===== config.mk =====
export PLATFORM = sky130hd
export DESIGN_NAME = led_matrix_pwm
export DESIGN_NICKNAME = d
export VERILOG_FILES = /design/src/rtl/led_matrix_pwm.sv
export SDC_FILE = /design/constraint.sdc
export NUM_CORES = 1
export LEC_CHECK = 0
export CORE_MARGIN = 2
export CORE_UTILIZATION = 24
export DETAILED_ROUTE_END_ITERATION = 6
export GPL_TIMING_DRIVEN = 0
export PLACE_DENSITY = 0.47
export REMOVE_ABC_BUFFERS = 1
export SYNTH_ARGS = -nofsm -noshare
export SYNTH_HDL_FRONTEND = slang
export SYNTH_SLANG_ARGS = --single-unit

===== constraint.sdc =====
create_clock -name clk -period 9.6 [get_ports clk]
set_input_delay 2.88 -clock clk [delete_from_list [all_inputs] [get_ports clk]]
set_output_delay 2.88 -clock clk [all_outputs]
set_load 0.1 [all_outputs]

===== src/rtl/led_matrix_pwm.sv =====
// Multiplexed LED matrix scan driver: double-buffered BPP-bit framebuffer,
// one row lit at a time with per-pixel PWM and a blanking gap before each row.
module led_matrix_pwm #(
    parameter int ROWS           = 6,
    parameter int COLS           = 6,
    parameter int BPP            = 4,
    parameter int SLOT_CYCLES    = 64,
    parameter int BLANK_CYCLES   = 8,
    parameter int COL_ACTIVE_LOW = 1
) (
    input  logic                            clk,
    input  logic                            rst_n,
    input  logic                            wr_en,
    input  logic [$clog2(ROWS*COLS)-1:0]    wr_addr,
    input  logic [BPP-1:0]                  wr_data,
    input  logic                            swap_req,
    output logic                            swap_ack,
    output logic                            frame_start,
    output logic [ROWS-1:0]                 row,
    output logic [COLS-1:0]                 col
);

    localparam int NPIX  = ROWS * COLS;
    localparam int AW    = $clog2(NPIX);
    localparam int RW    = $clog2(ROWS);
    localparam int STEPS = (1 << BPP) - 1;
    localparam int MAXC  = (SLOT_CYCLES > BLANK_CYCLES) ? SLOT_CYCLES : BLANK_CYCLES;
    localparam int CW    = $clog2(MAXC + 1);

    localparam logic [CW-1:0]   BLANK_LAST = CW'(BLANK_CYCLES - 1);
    localparam logic [CW-1:0]   SLOT_LAST  = CW'(SLOT_CYCLES - 1);
    localparam logic [BPP-1:0]  STEP_LAST  = BPP'(STEPS - 1);
    localparam logic [RW-1:0]   ROW_LAST   = RW'(ROWS - 1);
    localparam logic [ROWS-1:0] ROW_ONE    = ROWS'(1);
    localparam logic [COLS-1:0] COL_OFF    = (COL_ACTIVE_LOW != 0) ? {COLS{1'b1}} : {COLS{1'b0}};

    typedef enum logic {BLANK, DRIVE} phase_t;

    phase_t          phase_q, phase_d;
    logic [RW-1:0]   row_idx_q, row_idx_d;
    logic [CW-1:0]   cnt_q, cnt_d;
    logic [BPP-1:0]  step_q, step_d;
    logic            boundary;
    logic            front_sel;
    logic            swap_pending;
    logic            swap_now;
    logic            wr_ok;
    logic [ROWS-1:0] row_nx;
    logic [COLS-1:0] col_nx;
    logic [AW-1:0]   pix_idx;
    logic [BPP-1:0]  pix;
    logic            lit;

    logic [BPP-1:0]  buf0 [NPIX];
    logic [BPP-1:0]  buf1 [NPIX];

    // Scan sequencer: BLANK counts cycles, DRIVE counts cycles within a slot and slots within a row.
    always_comb begin
        phase_d   = phase_q;
        row_idx_d = row_idx_q;
        cnt_d     = cnt_q + 1'b1;
        step_d    = step_q;
        boundary  = 1'b0;
        case (phase_q)
            BLANK: begin
                if (cnt_q == BLANK_LAST) begin
                    phase_d = DRIVE;
                    cnt_d   = '0;
                    step_d  = '0;
                end
            end
            DRIVE: begin
                if (cnt_q == SLOT_LAST) begin
                    cnt_d = '0;
                    if (step_q == STEP_LAST) begin
                        phase_d = BLANK;
                        step_d  = '0;
                        if (row_idx_q == ROW_LAST) begin
                            row_idx_d = '0;
                            boundary  = 1'b1;
                        end else begin
                            row_idx_d = row_idx_q + 1'b1;
                        end
                    end else begin
                        step_d = step_q + 1'b1;
                    end
                end
            end
            default: ;
        endcase
    end

    // Outputs are computed from the next state so they line up with the phase they belong to.
    always_comb begin
        swap_now = boundary && (swap_pending || swap_req);
        wr_ok    = wr_en && ({1'b0, wr_addr} < (AW+1)'(NPIX));
        row_nx   = (phase_d == DRIVE) ? (ROW_ONE << row_idx_d) : '0;
        col_nx   = COL_OFF;
        pix_idx  = '0;
        pix      = '0;
        lit      = 1'b0;
        for (int c = 0; c < COLS; c++) begin
            pix_idx   = AW'(int'(row_idx_d) * COLS + c);
            pix       = front_sel ? buf1[pix_idx] : buf0[pix_idx];
            lit       = (phase_d == DRIVE) && (pix > step_d);
            col_nx[c] = (COL_ACTIVE_LOW != 0) ? ~lit : lit;
        end
    end

    always_ff @(posedge clk or negedge rst_n) begin
        if (!rst_n) begin
            phase_q      <= BLANK;
            row_idx_q    <= '0;
            cnt_q        <= '0;
            step_q       <= '0;
            front_sel    <= 1'b0;
            swap_pending <= 1'b0;
            swap_ack     <= 1'b0;
            frame_start  <= 1'b0;
            row          <= '0;
            col          <= COL_OFF;
        end else begin
            phase_q      <= phase_d;
            row_idx_q    <= row_idx_d;
            cnt_q        <= cnt_d;
            step_q       <= step_d;
            front_sel    <= front_sel ^ swap_now;
            swap_pending <= boundary ? 1'b0 : (swap_pending | swap_req);
            swap_ack     <= swap_now;
            frame_start  <= boundary;
            row          <= row_nx;
            col          <= col_nx;
        end
    end

    // A write coinciding with a swap targets the current back buffer, which then becomes front.
    always_ff @(posedge clk or negedge rst_n) begin
        if (!rst_n) begin
            for (int i = 0; i < NPIX; i++) begin
                buf0[i] <= '0;
                buf1[i] <= '0;
            end
        end else if (wr_ok) begin
            if (front_sel)
                buf0[wr_addr] <= wr_data;
            else
                buf1[wr_addr] <= wr_data;
        end
    end

endmodule


==> Yosys cells after proc, flatten, opt, wreduce, memory -nomap -nowiden <==
Index checks and enable logic that the tools add are counted.
{ "word_totals": {"regBits": 319, "output_inout_bits": 14} }
{ "classes": {"add_sub_neg": 8, "multipliers": 1, "n_lt_le_gt_ge": 15, "n_eq_ne": 4, "n_shift": 1, "mux": 67, "n_bitwise": 17, "reduce_logical": 12} }
{ "ops": {"columns": ["cell", "n"], "rows": [
  ["$bmux 4 s6", 12],
  ["$bwmux 144", 2],
  ["$mux 4", 34],
  ["$ge 7x7->1 const B", 7],
  ["$not 6->7", 7],
  ["$demux 4 s6", 1],
  ["$gt 4x4->1", 6],
  ["$add 6x3->6 const B", 3],
  ["$mux 7", 2],
  ["$pmux 7 s2", 1],
  ["$mux 3", 4],
  ["$logic_and 1x1->1", 9],
  ["$mux 1", 8],
  ["$not 1->1", 8],
  ["$pmux 4 s2", 1],
  ["$add 7x1->7 const B", 1],
  ["$eq 7x3->1 const B", 1],
  ["$eq 7x6->1 const B", 1],
  ["$lt 7x1->1 const B", 1],
  ["$add 6x2->6 const B", 1],
  ["$add 6x4->6 const B", 1],
  ["$lt 6x6->1 const B", 1],
  ["$mux 6", 1],
  ["$shl 1x3->6 const A", 1],
  ["other kinds (10)", 11]
]} }

==> Depth between registers and ports, before layout <==
Gate-level depths: netlist of run 1.
{ "depth": {"depth_word": 15, "ltp_mapped": 29} }

==> Worst setup path before layout of run 1 <==
OpenSTA, ideal clock, no wires.
{ "synth_path": {"kind": "register to register", "from": "reg cnt_q[0]", "to": "reg col[2]", "arrival_time_ns": 6.720, "required_ns": 9.537, "setup_slack_ns": 2.817, "stages_incl_launch_ff": 28, "cell_sequence": "dfrtp_1 ha_1 nand4b_4 o31a_1 nor2_8 buf_2 clkbuf_1 buf_2 ha_1 clkbuf_1 inv_1 buf_1 clkbuf_1 clkbuf_1 ha_1 clkbuf_1 o21ai_1 xnor2_4 mux4_2 nor2b_1 o32a_1 ha_1 nor2b_1 o21ai_0 nand2b_1 a21oi_1 a41oi_1 nand2_1"} }
{ "synth_between": {"elab_chain_len": 13, "elab_cells_between_ends": 23, "classes_between": "1 x add/sub; 1 x mul; 1 x order compare; 2 x eq/ne; 15 x mux; 2 x bitwise; 1 x reduce/logical"} }
{ "synth_lines": {"columns": ["item", "line_no", "source"], "rows": [
  ["from (decl)", "41", "logic [CW-1:0] cnt_q, cnt_d;"],
  ["from (signal assigned)", "125", "cnt_q <= cnt_d;"],
  ["$eq 7x6->1", "73", "if (cnt_q == SLOT_LAST) begin"],
  ["$mux 3", "73", null],
  ["$mux 3", "64", "case (phase_q)"],
  ["$mul 3x2->5", "103", "pix_idx = AW'(int'(row_idx_d) * COLS + c);"],
  ["$add 6x3->6", "103", null],
  ["$not 6->7 (not written as such)", "104", "pix = front_sel ? buf1[pix_idx] : buf0[pix_idx];"],
  ["$bmux 4 s6", "104", null],
  ["$mux 4 (not written as such) (2 in series)", "104", null],
  ["$mux 4", "104", null],
  ["$gt 4x4->1", "105", "lit = (phase_d == DRIVE) && (pix > step_d);"],
  ["$logic_and 1x1->1 *", "105", null],
  ["$not 1->1 *", "106", "col_nx[c] = (COL_ACTIVE_LOW != 0) ? ~lit : lit;"],
  ["named net col_nx[2]", "49", "logic [COLS-1:0] col_nx;"],
  ["to (signal assigned)", "132", "col <= col_nx;"],
  ["to (decl)", "20", "output logic [COLS-1:0] col"]
]} }
The timed path passes the listed nets; every way through them passes the cells marked *. The select of a mux whose other input is x is not followed.
A chain may end at the register's enable or synchronous reset.

==> Final worst setup path of run 1 <==
{ "layout_path": {"from": "reg cnt_q[0]", "to": "reg col[5]"} }
The elaborated chain is that of the path after synthesis.

==> results of run 1 <==
## logic make-up after synthesis
family,after synthesis
multiplexers,533
AND/OR/NAND/NOR,399
flip-flops,319
AO/OA/AOI/OAI,260
buffers and inverters,135
adder cells (fa/ha/maj),32
XOR/XNOR,13
## worst max-delay path: stages, from the launching register on
cell and delay (ns):
dfrtp_1 0.38, ha_1 0.30, nand4b_4 0.20, o31a_1 0.41, nor2_8 0.69, buf_16 0.32
buf_12 0.28, inv_6 0.18, buf_16 0.28, ha_1 0.41, ha_2 0.62, buf_12 0.30
ha_2 0.64, nor2_2 0.57, and2_1 0.22, mux2i_2 0.15, buf_6 0.21, or2_2 0.35
o221ai_1 0.36, a21oi_1 0.12, a211o_1 0.31, ha_1 0.18, nor2b_1 0.09, o21ai_0 0.07
nand2b_1 0.07, a21oi_1 0.06, a41oi_1 0.38, nand2_1 0.14
## power by group through the flow
| stage | Clock, uW | Sequential [uW] | Combinational, uW |
|---|---|---|---|
| finish | 1540 | 1530 | 438 |
| global placement | 0 | 1550 | 421 |
| detailed placement | 0 | 1550 | 436 |
| global route | 1620 | 1540 | 468 |
| floorplan | 0 | 1560 | 240 |
| CTS | 1570 | 1520 | 438 |
## final timing paths
| check | from | to | slack [ns] | depth (start not counted) |
|---|---|---|---|---|
| hold reg to reg | cnt_q[0] | cnt_q[0] | 0.48 | 1 |
| hold / removal | cnt_q[0] | cnt_q[0] | 0.48 | 1 |
| min in group asynchronous | rst_n | swap_ack | 2.36 | 1 |
| setup reg to reg | cnt_q[0] | col[5] | 1.04 | 27 |
| max in group asynchronous | rst_n | buf0[93] | 6.11 | 2 |
| setup / recovery | cnt_q[0] | col[5] | 1.04 | 27 |
## placed cells by master (no fill, tap or decap), drive strengths merged, types with 14 or more instances in the layout
cell	count
buf	27
nor2	115
mux4	93
a22oi	34
mux2	305
nand2	143
nor3	20
mux2i	135
dfrtp	313
a31oi	28
o21ai	41
o22ai	25
clkbuf	53
nand3	15
and2	14
and3	23
clkdlybuf4s50	22
a21oi	33
ha	32
## layout make-up
type / count / area (sq um)
Timing Repair Buffer: 49 / 701
Sequential cell: 319 / 7990
Inverter: 11 / 48.8
Multi-Input combinational cell: 1237 / 11300
Clock buffer: 53 / 1120
Tap cell: 1070 / 1340
Clock inverter: 16 / 189
Fill cell: 8419 / 59400
## registers in the layout, summed over array words and instances, names as in the netlist
signal	cells
buf0	144
buf1	144
phase_q	1
swap_pending	1
row	6
row_idx_q	3
cnt_q	7
col	6
frame_start	1
step_q	4
swap_ack	1
front_sel	1
## metal layers
layer | track usage (%) | wire, um
met1 | 23.2 | 31900
met4 | 6.78 | 2890
met5 | 0 | 0
met3 | 2.75 | 4610
met2 | 24.7 | 31100
## per-stage QoR
step	cells	setup WS [ns]
2_1_floorplan	1567	-1.04
3_3_place_gp	2664	-8.65
3_5_place_dp	2686	1.17
4_1_cts	2755	1.14
5_1_grt	2755	0.688
6_report	2755	1.04
==> impl_metrics.ini, run 1 <==
[yosys]
ys_seq_area_share_pct = 40.2
synth_compound_area_share_pct = 9.36
synthCells = 1691
yosysTopAreaCellShare_pct = 39.4
synth_area_sq_um = 19900
ys.flop_type = dfrtp_1
ys_ff_latch = 319
synthXorXnorAreaFrac_pct = 0.667
ys_types = 89
synth_top_family_by_area = multiplexers
synthTopCellsByArea = dfrtp_1 (39%), mux2_2 (17%), mux4_2 (10%)
async_flop_share_pct = 100
synth_edf_count = 0
postSynthAreaPerCell_sq_um = 11.8
synthMuxAreaShare_pct = 34.7
yosysMostFrequentCell = dfrtp_1
ys_warn_count = 0
synth-simple-area-share_pct = 9.80
synth_common_cells = dfrtp_1 (313), mux2_2 (304), nand2_1 (143), mux2i_1 (134), nor2_1 (110)
yosysTopAreaCell = dfrtp_1
synthAdderAreaFrac_pct = 2.01

[route]
postRouteAntennaNets = 0
drc = 0
vias = 14900
drt-initial-drc-count = 1260
dr.pass1.iters = 5
avgRoutedWirePerCell_um = 25.6
viasPerCell = 5.39
wl_um = 70500

[worst_setup_path]
crit_type = register to register
cp_max_fo = 72
crit_path_start_kind = register
critPathCaptureType = register
required_ns = 10.06
cp.arrival_ns = 9.02

[global_routing]
grt_pass1_vias = 15000
grt_max_degree = 117
grt_overflow = 0
grt_pass1_wl_um = 104000
antenna_found_initial = 1
grt_use_total_pct = 16.4

[power]
power.switching_uw = 961
powerDensity_nw_per_um2 = 154
report.power.total_uw = 3500
seq_power_share_pct = 43.5
ir_drop_mv = 0.111
p_leak_uw = 0.0101
p_comb_share_pct = 12.5
clkPwrFrac_pct = 44.0
p_int_uw = 2540
switching_share_pct = 27.4

[cells_and_area]
syn2layout_area_growth_pct = 14.2
fin_area_sq_um = 22700
antenna_cells = 0
final_layout_size_suffix_gt1_share_pct = 32.4
layout.nets = 1702
post-route-util_pct = 27.7

[sta]
hold_slack_ns = 0.476
rsz0062_at_grt = false
drv_slew = 10
period_share_pct = 89.2
tightest_slew_ns = 1.64
fin_skew_ns = 0.0156
fin_setup_tns_ns = 0
clock.fmax_ghz = 0.117
finalCriticalPeriod_ns = 8.56
hold_viol_final = 0
slew_headroom_pct = -9.55
setup-violations-final = 0

[clock_network]
cts_htree_levels = 2
cts-root-buf = clkbuf_16
cts_tree = built
clk_latency_ns = 0.58
cts_resized = 0
numCtsBuffers = 38
post_cts_buffers = 0
clk_path_buf_depth = 3
cts.clk_slew.worst_paths_ns = 0.06
postCtsHoldBufs = 0
cts_sinks = 319

[placed_design]
place.gp.congestion = 0.929
port_buffers = 27
dp_hpwl_um = 48900
place_area_sq_um = 21400

[status]
failed_checks = max-capacitance violations, max-slew violations
outcome = finished, violations left

[floorplanning]
die-width_um = 292
rows = 105
die_height_um = 292
dieArea_sq_um = 85200
initial_core_util_pct = 24.2
core_sq_um = 82100
io_pins = 28

[run]
drv_cap = 1

[hold_path]
holdCritPathClass = register to register
No activity file was read; power rests on OpenSTA's default activity.
==> inputs of run 2 (changes only) <==
ABC_AREA = 0   (was default)
SLEW_MARGIN = 40   (was default)
==> run 2 against run 1 <==
Compared with the run above:
- the run now ends clean
- core utilization increased by 0.24 points
- fmax is 8.5% higher
- worst setup slack improved by 0.67 ns
- first-iteration DRC count up 19%
- total power down 1.3%
- non-clock buffer count is 13 higher
- critical path type unchanged
- via count is 0.15% higher
- sequential power about the same
- register-to-register slack improved by 0.67 ns
- cell count is 0.40% higher
- sequential cell count is the same
- die area unchanged
==> impl_metrics.ini, run 2 (same netlist as run 1, synthesis figures left out) <==
[route]
vias = 14900
viasPerCell = 5.38
wl_um = 70400
dr.pass1.iters = 5
postRouteAntennaNets = 0
avgRoutedWirePerCell_um = 25.4
drc = 0
drt-initial-drc-count = 1502

[placed_design]
port_buffers = 27
place.gp.congestion = 0.929
place_inst = 2699
dp_hpwl_um = 50200
pre_cts_ws_ns = 1.86
place_area_sq_um = 21600

[hold_path]
hold_start = cnt_q[0]
worstHoldEndpoint = cnt_q[0]
holdCritPathClass = register to register
whs_path_depth = 1

[cells_and_area]
reg_top3 = buf0 (144), buf1 (144), cnt_q (7)
final_layout_size_suffix_gt1_share_pct = 34.3
antenna_cells = 0
syn2layout_area_growth_pct = 15.2
post-route-util_pct = 27.9
regArea_sq_um = 7990
multiInputGateArea_sq_um = 11400
final_common_cell = dfrtp_1
nFillCells = 8422
layout.nets = 1715
mostFrequentLayoutCells = dfrtp_1 (312), mux2_2 (304), nand2_1 (143)
stdcell_count = 2766
fin_area_sq_um = 22900

[sta]
setup-violations-final = 0
fin_setup_tns_ns = 0
finalCriticalPeriod_ns = 7.89
period_share_pct = 82.2
postLayoutSetupSlackWorst_ns = 1.71
rsz0062_at_grt = false
tightest_slew_ns = 0.908
hold_viol_final = 0
slew_headroom_pct = 39.4
fin_skew_ns = 0.0191
drv_slew = 0
clock.fmax_ghz = 0.127

[global_routing]
grt_pass1_wl_um = 104000
grt_overflow = 0
grt_max_degree = 70
grt_pass1_vias = 15100
antenna_found_initial = 1
grt_use_total_pct = 16.3

[worst_setup_path]
r2r_end = col[5]
crit_type = register to register
required_ns = 10.07
crit_path_start_kind = register
r2r_slack_ns = 1.71
critPathCaptureType = register
reg2reg_from = cnt_q[0]
reg2regPathDepth = 27
cp.arrival_ns = 8.36
cp_max_fo = 39

[floorplanning]
die_height_um = 292
io_pins = 28
initial_core_util_pct = 24.2
die-width_um = 292
dieArea_sq_um = 85200
rows = 105
core_sq_um = 82100

[clock_network]
cts-root-buf = clkbuf_16
clk_latency_ns = 0.58
cts_sinks = 319
cts_resized = 0
cts.clk_slew.worst_paths_ns = 0.05
postCtsHoldBufs = 0
post_cts_buffers = 0
cts_htree_levels = 2
cts_tree = built
clk_path_buf_depth = 3
numCtsBuffers = 38

[run]
drv_cap = 0

[power]
ir_drop_mv = 0.108
p_leak_uw = 0.0102
powerDensity_nw_per_um2 = 151

[status]
outcome = finished, final reports clean
## run 2: changes by cell type in the layout (fill, tap and decap cells not counted), sizes merged
cell | before | now
buf | 27 | 54
inv | 12 | 13
clkdlybuf4s50 | 22 | 8
bufinv | 3 | 2
clkinvlp | 3 | 2
clkbuf | 53 | 55
clkinv | 9 | 6
## run 2: worst max path at each step
stage | from | to | slack, ns | depth (start not counted)
final | cnt_q[0] | col[5] | 1.71 | 27
after global routing | cnt_q[0] | col[5] | 1.38 | 27
after CTS | cnt_q[0] | col[5] | 1.83 | 27
after detailed placement | cnt_q[0] | col[5] | 1.86 | 27
after global placement | rst_n | buf1[108] | -8.65 | 1
after floorplan | cnt_q[0] | col[2] | -1.04 | 19
## run 2: final cells by class
class | instances | share of cell area (%)
inverter | 11 | 0.246
sequential | 319 | 34.9
clock inverter | 12 | 0.584
multi-input combinational | 1237 | 50.0
tap | 1070 | 5.84
timing repair buffer | 62 | 3.59
clock buffer | 55 | 4.87
## run 2: worst max-delay path, cell delays in order (launching register included)
cell and delay, ns:
dfrtp_1 0.36, ha_1 0.30, nand4b_4 0.20, o31a_1 0.42, nor2_8 0.44, buf_12 0.28, buf_12 0.24, inv_8 0.14
buf_16 0.22, buf_16 0.22, ha_1 0.37, ha_4 0.47, buf_12 0.28, nor2b_4 0.60, and2_1 0.24, o221ai_1 0.12
and3_1 0.46, or2_2 0.50, o221ai_1 0.38, a21oi_1 0.12, a211o_1 0.31, ha_1 0.18, nor2b_1 0.09, o21ai_0 0.07
nand2b_1 0.07, a21oi_1 0.06, a41oi_1 0.38, nand2_1 0.11
## run 2: power breakdown
group | internal (uW) | switching (uW)
registers | 1450 | 77.5
clock network | 865 | 626
logic | 196 | 245
total | 2510 | 948
## run 2: per-stage QoR
stage	power (uW)	hold slack [ns]
after detailed placement	1990	0.466
after floorplan	1800	0.433
after global placement	1970	0.453
final	3460	0.464
after global routing	3590	0.504
after CTS	3490	0.473
## run 2: metal layers
metal | vias to the layer above | global-route usage, % | part of all wire, %
li1 | 6392 | - | -
met1 | 7772 | 23.4 | 46
met2 | 594 | 25.0 | 44
met3 | 126 | 2.44 | 6.8
met4 | 0 | 5.77 | 3.4
met5 | - | 0 | 0
==> inputs of run 3 (changes only) <==
clock period = 7.98 ns   (was 9.6 ns; I/O delays follow)
==> run 3 against run 2 <==
Compared with the run above:
- worst hold slack about the same
- global-route usage unchanged
- sequential share of layout area decreased by 0.068 points
- sequential cell count unchanged
- clock skew increased by 0.0012 ns
- routed wire length about the same
- critical endpoint unchanged
- highest routed layer unchanged
==> impl_metrics.ini, run 3 (same netlist as run 1, synthesis figures left out) <==
[status]
outcome = finished, final reports clean

[global_routing]
grt_pass1_wl_um = 104000
grt_pass1_vias = 15100
grt_max_degree = 70
antenna_found_initial = 1
grt_use_total_pct = 16.3
grt_overflow = 0

[power]
powerDensity_nw_per_um2 = 181
ir_drop_mv = 0.130
p_leak_uw = 0.0102
report.power.total_uw = 4160

[clock_network]
numCtsBuffers = 38
cts_sinks = 319
cts_resized = 0
cts_htree_levels = 2
clk_latency_ns = 0.58
postCtsHoldBufs = 0
clk_path_buf_depth = 3
cts.clk_slew.worst_paths_ns = 0.05
cts_tree = built
post_cts_buffers = 0
cts-root-buf = clkbuf_16

[floorplanning]
initial_core_util_pct = 24.2
dieArea_sq_um = 85200
die-width_um = 292
core_sq_um = 82100
rows = 105
die_height_um = 292
io_pins = 28

[sta]
tightest_slew_ns = 0.892
postLayoutSetupSlackWorst_ns = 0.384
clock.fmax_ghz = 0.132
fin_setup_tns_ns = 0
fin_skew_ns = 0.0203
setup-violations-final = 0
rsz0062_at_grt = false
hold_viol_final = 0
slew_headroom_pct = 40.5
drv_slew = 0
finalCriticalPeriod_ns = 7.60
period_share_pct = 95.2

[route]
vias = 15000
dr.pass1.iters = 6
viasPerCell = 5.40
drc = 0
drt-initial-drc-count = 1412
avgRoutedWirePerCell_um = 25.4
postRouteAntennaNets = 0
wl_um = 70400

[worst_setup_path]
crit_path_start_kind = register
r2r_slack_ns = 0.38
cp.arrival_ns = 8.06
slowest_stage = or2_2
cp_max_fo = 39
slowest_delay_ns = 0.50
required_ns = 8.45
crit_type = register to register
critPathCaptureType = register

[cells_and_area]
antenna_cells = 0
fin_area_sq_um = 23000
syn2layout_area_growth_pct = 15.4
nFillCells = 8421
stdcell_count = 2772
mostFrequentLayoutCells = dfrtp_1 (312), mux2_2 (304), nand2_1 (143)
layout.nets = 1721
final_common_cell = dfrtp_1
final_layout_size_suffix_gt1_share_pct = 34.5
reg_top3 = buf0 (144), buf1 (144), cnt_q (7)

[hold_path]
holdCritPathClass = register to register

[run]
drv_cap = 0

[placed_design]
port_buffers = 27
place.gp.congestion = 0.929
pre_cts_ws_ns = 0.240
place_inst = 2699
dp_hpwl_um = 50200
place_area_sq_um = 21600
-- run 3: cell types whose count changed in the layout (fill, tap and decap cells not counted), sizes merged --
cell	previous run	this run
buf	54	60
-- run 3: report_power, final --
part	total [uW]	switching (uW)	internal, uW
logic	529	294	235
clock network	1790	753	1040
registers	1840	93.5	1740
total	4160	1140	3020
-- run 3: final timing paths --
kind,start,to,cells after the start
worst max register to register,cnt_q[0],col[5],27
max in group asynchronous,rst_n,col[4],4
worst min register to register,cnt_q[0],cnt_q[0],1
min in group asynchronous,rst_n,row[2],1
worst min-delay path,cnt_q[0],cnt_q[0],1
worst max-delay path,cnt_q[0],col[5],27
-- run 3: final cells by class --
class,instances,area (sq um),share of cell area (%)
Clock buffer,55,1120,4.86
Clock inverter,12,134,0.583
Inverter,11,56.3,0.245
Multi-Input combinational cell,1237,11400,49.9
Sequential cell,319,7990,34.8
Tap cell,1070,1340,5.83
Timing Repair Buffer,68,868,3.78
-- run 3: routing by layer --
metal | GRT usage (%) | vias to the layer above | routed length, um | share of wire (%)
li1 | - | 6393 | - | -
met1 | 23.4 | 7822 | 32100 | 46
met2 | 25.0 | 625 | 31300 | 44
met3 | 2.44 | 123 | 4680 | 6.7
met4 | 5.77 | 0 | 2360 | 3.3
met5 | 0 | - | 0 | 0
-- run 3: through the flow --
stage                     utilization, %  hold WS, ns
after floorplan                        -        0.433
after global placement              25.4        0.453
after detailed placement            26.4        0.466
after CTS                           27.9        0.473
after global routing                28.0        0.504
final                               28.0        0.464
-- run 3: worst max-delay path: cells and delay by family (launching register included) --
kind / cells / cell delay [ns]
buffers and inverters: 6 / 1.38
AO/OA/AOI/OAI: 8 / 1.84
adder cells (fa/ha/maj): 4 / 1.32
flip-flops: 1 / 0.36
AND/OR/NAND/NOR: 9 / 2.45
